## config.mk

```make
export PLATFORM = sky130hd
export DESIGN_NAME = mem_bus_arbiter
export DESIGN_NICKNAME = d
export VERILOG_FILES = /design/src/rtl/mem_bus_arbiter.sv
export SDC_FILE = /design/constraint.sdc
export NUM_CORES = 1
export LEC_CHECK = 0
export ABC_AREA = 1
export ABC_CLOCK_PERIOD_IN_PS = 3800
export CORE_MARGIN = 4
export CORE_UTILIZATION = 45
export DETAILED_ROUTE_END_ITERATION = 6
export HOLD_SLACK_MARGIN = 0.02
export PLACE_DENSITY = 0.91
export SLEW_MARGIN = 10
export SYNTH_ARGS = -nofsm -noshare
export SYNTH_HDL_FRONTEND = slang
export SYNTH_SLANG_ARGS = --single-unit
```

## constraint.sdc

```tcl
create_clock -name clk -period 3.8 [get_ports clk]
set_input_delay 1.14 -clock clk [delete_from_list [all_inputs] [get_ports clk]]
set_output_delay 1.14 -clock clk [all_outputs]
set_load 0.05 [all_outputs]
```

## src/rtl/mem_bus_arbiter.sv

```systemverilog
// Round-robin arbiter sharing one Avalon-style (waitrequest, non-pipelined) memory
// port between an instruction-fetch requester and a load/store requester.
module mem_bus_arbiter #(
  parameter int ADDR_W  = 32,
  parameter int TIMEOUT = 255
) (
  input  logic              clk,
  input  logic              rst_n,
  input  logic              i_req,
  input  logic [ADDR_W-1:0] i_addr,
  output logic [31:0]       i_rdata,
  output logic              i_done,
  output logic              i_err,
  input  logic              d_req,
  input  logic              d_we,
  input  logic [ADDR_W-1:0] d_addr,
  input  logic [31:0]       d_wdata,
  input  logic [3:0]        d_be,
  output logic [31:0]       d_rdata,
  output logic              d_done,
  output logic              d_err,
  output logic [31:0]       address,
  output logic              read,
  output logic              write,
  output logic [31:0]       writedata,
  output logic [3:0]        byteenable,
  input  logic [31:0]       readdata,
  input  logic              waitrequest
);

  typedef enum logic [1:0] {IDLE, BUS, DONE} state_t;

  state_t            state, state_nx;
  logic              last_data;  // 1: most recent grant went to the data requester
  logic              gnt_valid;  // a grant has been latched and is decoded next edge
  logic              gnt_data;
  logic [15:0]       wait_cnt;
  logic [16:0]       wait_inc;
  logic              pick_data;
  logic [ADDR_W-1:0] sel_addr;
  logic              misaligned;
  logic              timed_out;

  always_comb begin
    pick_data  = d_req && (!i_req || !last_data);
    sel_addr   = gnt_data ? d_addr : i_addr;
    misaligned = (sel_addr[1:0] != 2'b00);
    wait_inc   = {1'b0, wait_cnt} + 17'd1;
    timed_out  = (wait_inc == 17'(TIMEOUT));
    state_nx   = state;
    case (state)
      IDLE:    if (gnt_valid) state_nx = misaligned ? DONE : BUS;
      BUS:     if (!waitrequest || timed_out) state_nx = DONE;
      DONE:    state_nx = IDLE;
      default: state_nx = IDLE;
    endcase
  end

  always_ff @(posedge clk or negedge rst_n) begin
    if (!rst_n) begin
      state      <= IDLE;
      last_data  <= 1'b1;
      gnt_valid  <= 1'b0;
      gnt_data   <= 1'b0;
      wait_cnt   <= '0;
      read       <= 1'b0;
      write      <= 1'b0;
      address    <= '0;
      writedata  <= '0;
      byteenable <= '0;
      i_done     <= 1'b0;
      d_done     <= 1'b0;
      i_err      <= 1'b0;
      d_err      <= 1'b0;
      i_rdata    <= '0;
      d_rdata    <= '0;
    end else begin
      state  <= state_nx;
      i_done <= 1'b0;
      d_done <= 1'b0;
      i_err  <= 1'b0;
      d_err  <= 1'b0;
      case (state)
        IDLE: begin
          if (!gnt_valid) begin
            if (i_req || d_req) begin
              gnt_valid <= 1'b1;
              gnt_data  <= pick_data;
              last_data <= pick_data;
            end
          end else begin
            gnt_valid <= 1'b0;
            if (misaligned) begin
              // Rejected without touching the bus.
              if (gnt_data) begin
                d_done  <= 1'b1;
                d_err   <= 1'b1;
                d_rdata <= '0;
              end else begin
                i_done  <= 1'b1;
                i_err   <= 1'b1;
                i_rdata <= '0;
              end
            end else begin
              address    <= 32'(sel_addr) & 32'hFFFF_FFFC;
              read       <= !gnt_data || !d_we;
              write      <= gnt_data && d_we;
              writedata  <= gnt_data ? d_wdata : 32'h0;
              byteenable <= gnt_data ? d_be : 4'b1111;
              wait_cnt   <= '0;
            end
          end
        end
        BUS: begin
          if (!waitrequest || timed_out) begin
            read  <= 1'b0;
            write <= 1'b0;
            if (gnt_data) begin
              d_done  <= 1'b1;
              d_err   <= waitrequest;
              d_rdata <= (!waitrequest && read) ? readdata : 32'h0;
            end else begin
              i_done  <= 1'b1;
              i_err   <= waitrequest;
              i_rdata <= waitrequest ? 32'h0 : readdata;
            end
          end else begin
            wait_cnt <= wait_inc[15:0];
          end
        end
        default: ;
      endcase
    end
  end

endmodule

```

==> flow_metrics.py <==
metrics = {
    "status": {
        "status": "complete, no violations",
    },
    "routing": {
        "route.detailed.drc": 0,
        "drt_iter0_markers": 481,
        "routed_wl_um": 22600,
        "wl_per_cell_um": 15.7,
        "firstDrtPassIters": 6,
        "final_antenna_net_count": 0,
        "vias": 7378,
        "via_per_inst": 5.13,
    },
    "place": {
        "dpl.hpwl_um": 16300,
        "gp_congestion": 0.871,
        "io_buffers": 273,
    },
    "final_layout": {
        "final_common_cell": "nand2_1",
        "diodes": 0,
        "drive_gt1_frac": 0.0532,
        "layout_common_cells": "nand2_1, clkdlybuf4s50_1, dfrtp_1, nand3_1, nor2_1",
        "num-fill-cells": 1208,
        "area_growth_pct": 45.6,
        "nets": 1349,
    },
    "critical_path": {
        "cp.required_ns": 4.11,
        "endpoint_kind": "register",
        "r2r_end": "i_rdata[23]$_DFFE_PN0P_",
        "cp_slowest_stage_delay_ns": 0.41,
        "regToRegSetupSlack_ns": 1.00,
        "r2r-start": "wait_cnt[1]$_DFFE_PN0P_",
        "critical_path_class": "in -> reg",
        "setup.worst_path.end": "address[6]$_DFFE_PN0P_",
        "reg2reg_depth": 14,
        "crit_family": "buffers and inverters",
        "timing.critical_path.buf_inv": 3,
        "critPathArrivalTime_ns": 3.32,
        "crit_slowest_cell": "clkdlybuf4s50_1",
        "cp_num_cells": 8,
        "crit_start": "d_addr[1]",
        "crit_chain": "clkdlybuf4s50_1 > nor3_1 > or2_1 > nand2_1 > nor2_2 > clkinv_2 > buf_12 > o31ai_1",
        "start_kind": "primary input",
        "critPathMaxFanout": 42,
    },
    "floorplanning": {
        "start_util": 0.466,
        "dieArea_mm2": 0.0188,
        "dieHeight_um": 137,
        "rows": 46,
        "io_pins": 276,
        "dieWidth_um": 137,
        "coreArea_mm2": 0.0161,
    },
    "yosys": {
        "syn_area_mm2": 0.00748,
        "ys_warn_count": 0,
        "ys_seq_elements": 157,
        "syn_inst": 965,
        "syn_avg_cell_area_um2": 7.75,
        "synth.distinct_cells": 31,
        "seq_area_frac_synth": 0.525,
    },
    "timing": {
        "tightest_slew_ns": 1.01,
        "setup_tns_ns": 0,
        "period_minus_slack_ns": 3.02,
        "slew_viol_final": 0,
        "finalCritPeriodShare": 0.794,
        "finalSetupViolations": 0,
        "fmax_ghz": 0.331,
        "finClkSkew_ns": 0.0167,
        "slew_headroom": 0.329,
        "hold_viol": 0,
        "rsz0062_at_grt": "no",
        "fin_hold_ws_ns": 0.469,
    },
    "worst_hold_path": {
        "hold_start": "i_rdata[1]$_DFFE_PN0P_",
        "hold_class": "reg -> reg",
    },
    "global_routing": {
        "grt_max_degree": 78,
        "grt_util_all_layers": 0.243,
        "grt_pass1_wl_um": 36000,
        "grt_pass1_vias": 7084,
        "grt.overflow.total": 0,
        "antenna_found_initial": 0,
    },
    "clocking": {
        "clock-root-buffer": "clkbuf_16",
        "clkLatencyLatePin_ns": 0.42,
        "post_cts_resize_count": 0,
        "ctsLongestPathBuffers": 2,
        "h-tree-depth": 4,
        "cts_sinks": 157,
        "hold_buffers": 0,
        "postCtsSetupRepairBufs": 0,
        "cts_buffers": 17,
        "tritoncts": "yes",
        "path_clk_slew_ns": 0.07,
    },
    "flow_run": {
        "maxCapViolCount": 0,
    },
    "power_and_ir_drop": {
        "power_w": 0.00832,
        "p_leak_nw": 5.30,
        "peakVddDrop_mv": 0.556,
        "power_density_mw_per_mm2": 763,
    },
}
==> where the power goes <==
part           internal [W]  leakage (nW)  switching [W]
Sequential          0.00215          2.11       0.000285
Clock              0.000892         0.280       0.000769
Combinational       0.00125          2.92        0.00297
Total               0.00429          5.30        0.00403
==> final cells by class <==
type,instances,area [um^2],share of cell area
sequential,157,3930,0.361
inverter,60,226,0.0208
clock buffer,18,439,0.0403
multi-input combinational,688,3030,0.278
clock inverter,14,138,0.0126
tap,216,270,0.0248
timing repair buffer,285,2860,0.263
==> synthesized netlist by cell type <==
| cell | n | share of area |
|---|---|---|
| nand2_1 | 323 | 0.16 |
| nand3_2 | 1 | 0.0013 |
| nand4_1 | 4 | 0.0033 |
| clkinv_1 | 1 | 0.00050 |
| or2_1 | 2 | 0.0017 |
| or3_1 | 1 | 0.00084 |
| dfstp_2 | 1 | 0.0035 |
| nand3_1 | 127 | 0.085 |
| a31oi_1 | 2 | 0.0017 |
| ha_1 | 2 | 0.0033 |
| buf_6 | 7 | 0.011 |
| xnor2_1 | 1 | 0.0012 |
| nor2_2 | 5 | 0.0042 |
| buf_4 | 2 | 0.0020 |
| nor3_1 | 35 | 0.023 |
| buf_2 | 19 | 0.013 |
| clkbuf_1 | 33 | 0.017 |
| o21ai_1 | 2 | 0.0013 |
| nor3_2 | 2 | 0.0027 |
| a21oi_1 | 8 | 0.0054 |
| dfrtp_1 | 156 | 0.52 |
| conb_1 | 1 | 0.00050 |
| o31ai_1 | 30 | 0.030 |
| nand3b_1 | 1 | 0.0010 |
| o21bai_1 | 1 | 0.0010 |
| nand2_2 | 4 | 0.0033 |
| inv_1 | 54 | 0.027 |
| inv_2 | 5 | 0.0025 |
| nor2_1 | 126 | 0.063 |
| and3_1 | 1 | 0.00084 |
| o21ai_0 | 8 | 0.0054 |
==> through the flow <==
step,std cells,cell area (um^2),util,setup WS [ns]
final,1438,10900,0.679,0.781
after global routing,1438,10900,0.679,0.574
after global placement,1406,10300,0.643,0.454
after detailed placement,1406,10300,0.643,0.302
after floorplan,966,7480,-,1.39
after CTS,1438,10900,0.679,0.735
==> state kept, by name, indices dropped and copies added (netlist names) <==
register	count
d_rdata	32
i_rdata	32
writedata	32
address	30
wait_cnt	16
byteenable	4
state	2
d_done	1
d_err	1
gnt_data	1
gnt_valid	1
i_done	1
i_err	1
last_data	1
read	1
write	1
==> routing by layer <==
layer | global-route usage | vias to the layer above | part of all wire
li1 | - | 3575 | -
met1 | 0.284 | 3439 | 0.38
met2 | 0.420 | 327 | 0.50
met3 | 0.0776 | 37 | 0.097
met4 | 0.0887 | 0 | 0.026
met5 | 0 | - | 0
==> worst min-delay path by stage <==
| stage | endpoint | slack, ns | cells after the start |
|---|---|---|---|
| finish | i_rdata[1]$_DFFE_PN0P_ | 0.47 | 2 |
| global route | last_data$_DFFE_PN1P_ | 0.48 | 2 |
| CTS | i_rdata[1]$_DFFE_PN0P_ | 0.47 | 2 |
| detailed placement | i_rdata[1]$_DFFE_PN0P_ | 0.46 | 2 |
| global placement | i_rdata[23]$_DFFE_PN0P_ | 0.45 | 2 |
| floorplan | last_data$_DFFE_PN1P_ | 0.44 | 2 |
==> worst reg2reg max path, cell delays in order, from the launching register on <==
cell     delay (ns)
dfrtp_1        0.42
ha_1           0.25
nand3_1        0.19
nor2_2         0.22
nand2_1        0.11
nand2_1        0.08
nand2_1        0.05
nor2_1         0.09
nand2_1        0.06
nor2_1         0.11
nand2_1        0.08
nand3_2        0.25
nand2_2        0.49
nand2_1        0.22
nand2_1        0.08
==> logic make-up (layout without fill, tap and decap cells) <==
kind of cell / Yosys count / in the layout / synth area share
AND/OR/NAND/NOR: 632 / 632 / 0.353
flip-flops: 157 / 157 / 0.525
buffers and inverters: 121 / 377 / 0.0719
AO/OA/AOI/OAI: 51 / 51 / 0.0448
adder cells (fa/ha/maj): 2 / 2 / 0.00334
other: 1 / 2 / 0.000501
XOR/XNOR: 1 / 1 / 0.00117
No activity file was read; power rests on OpenSTA's default activity.
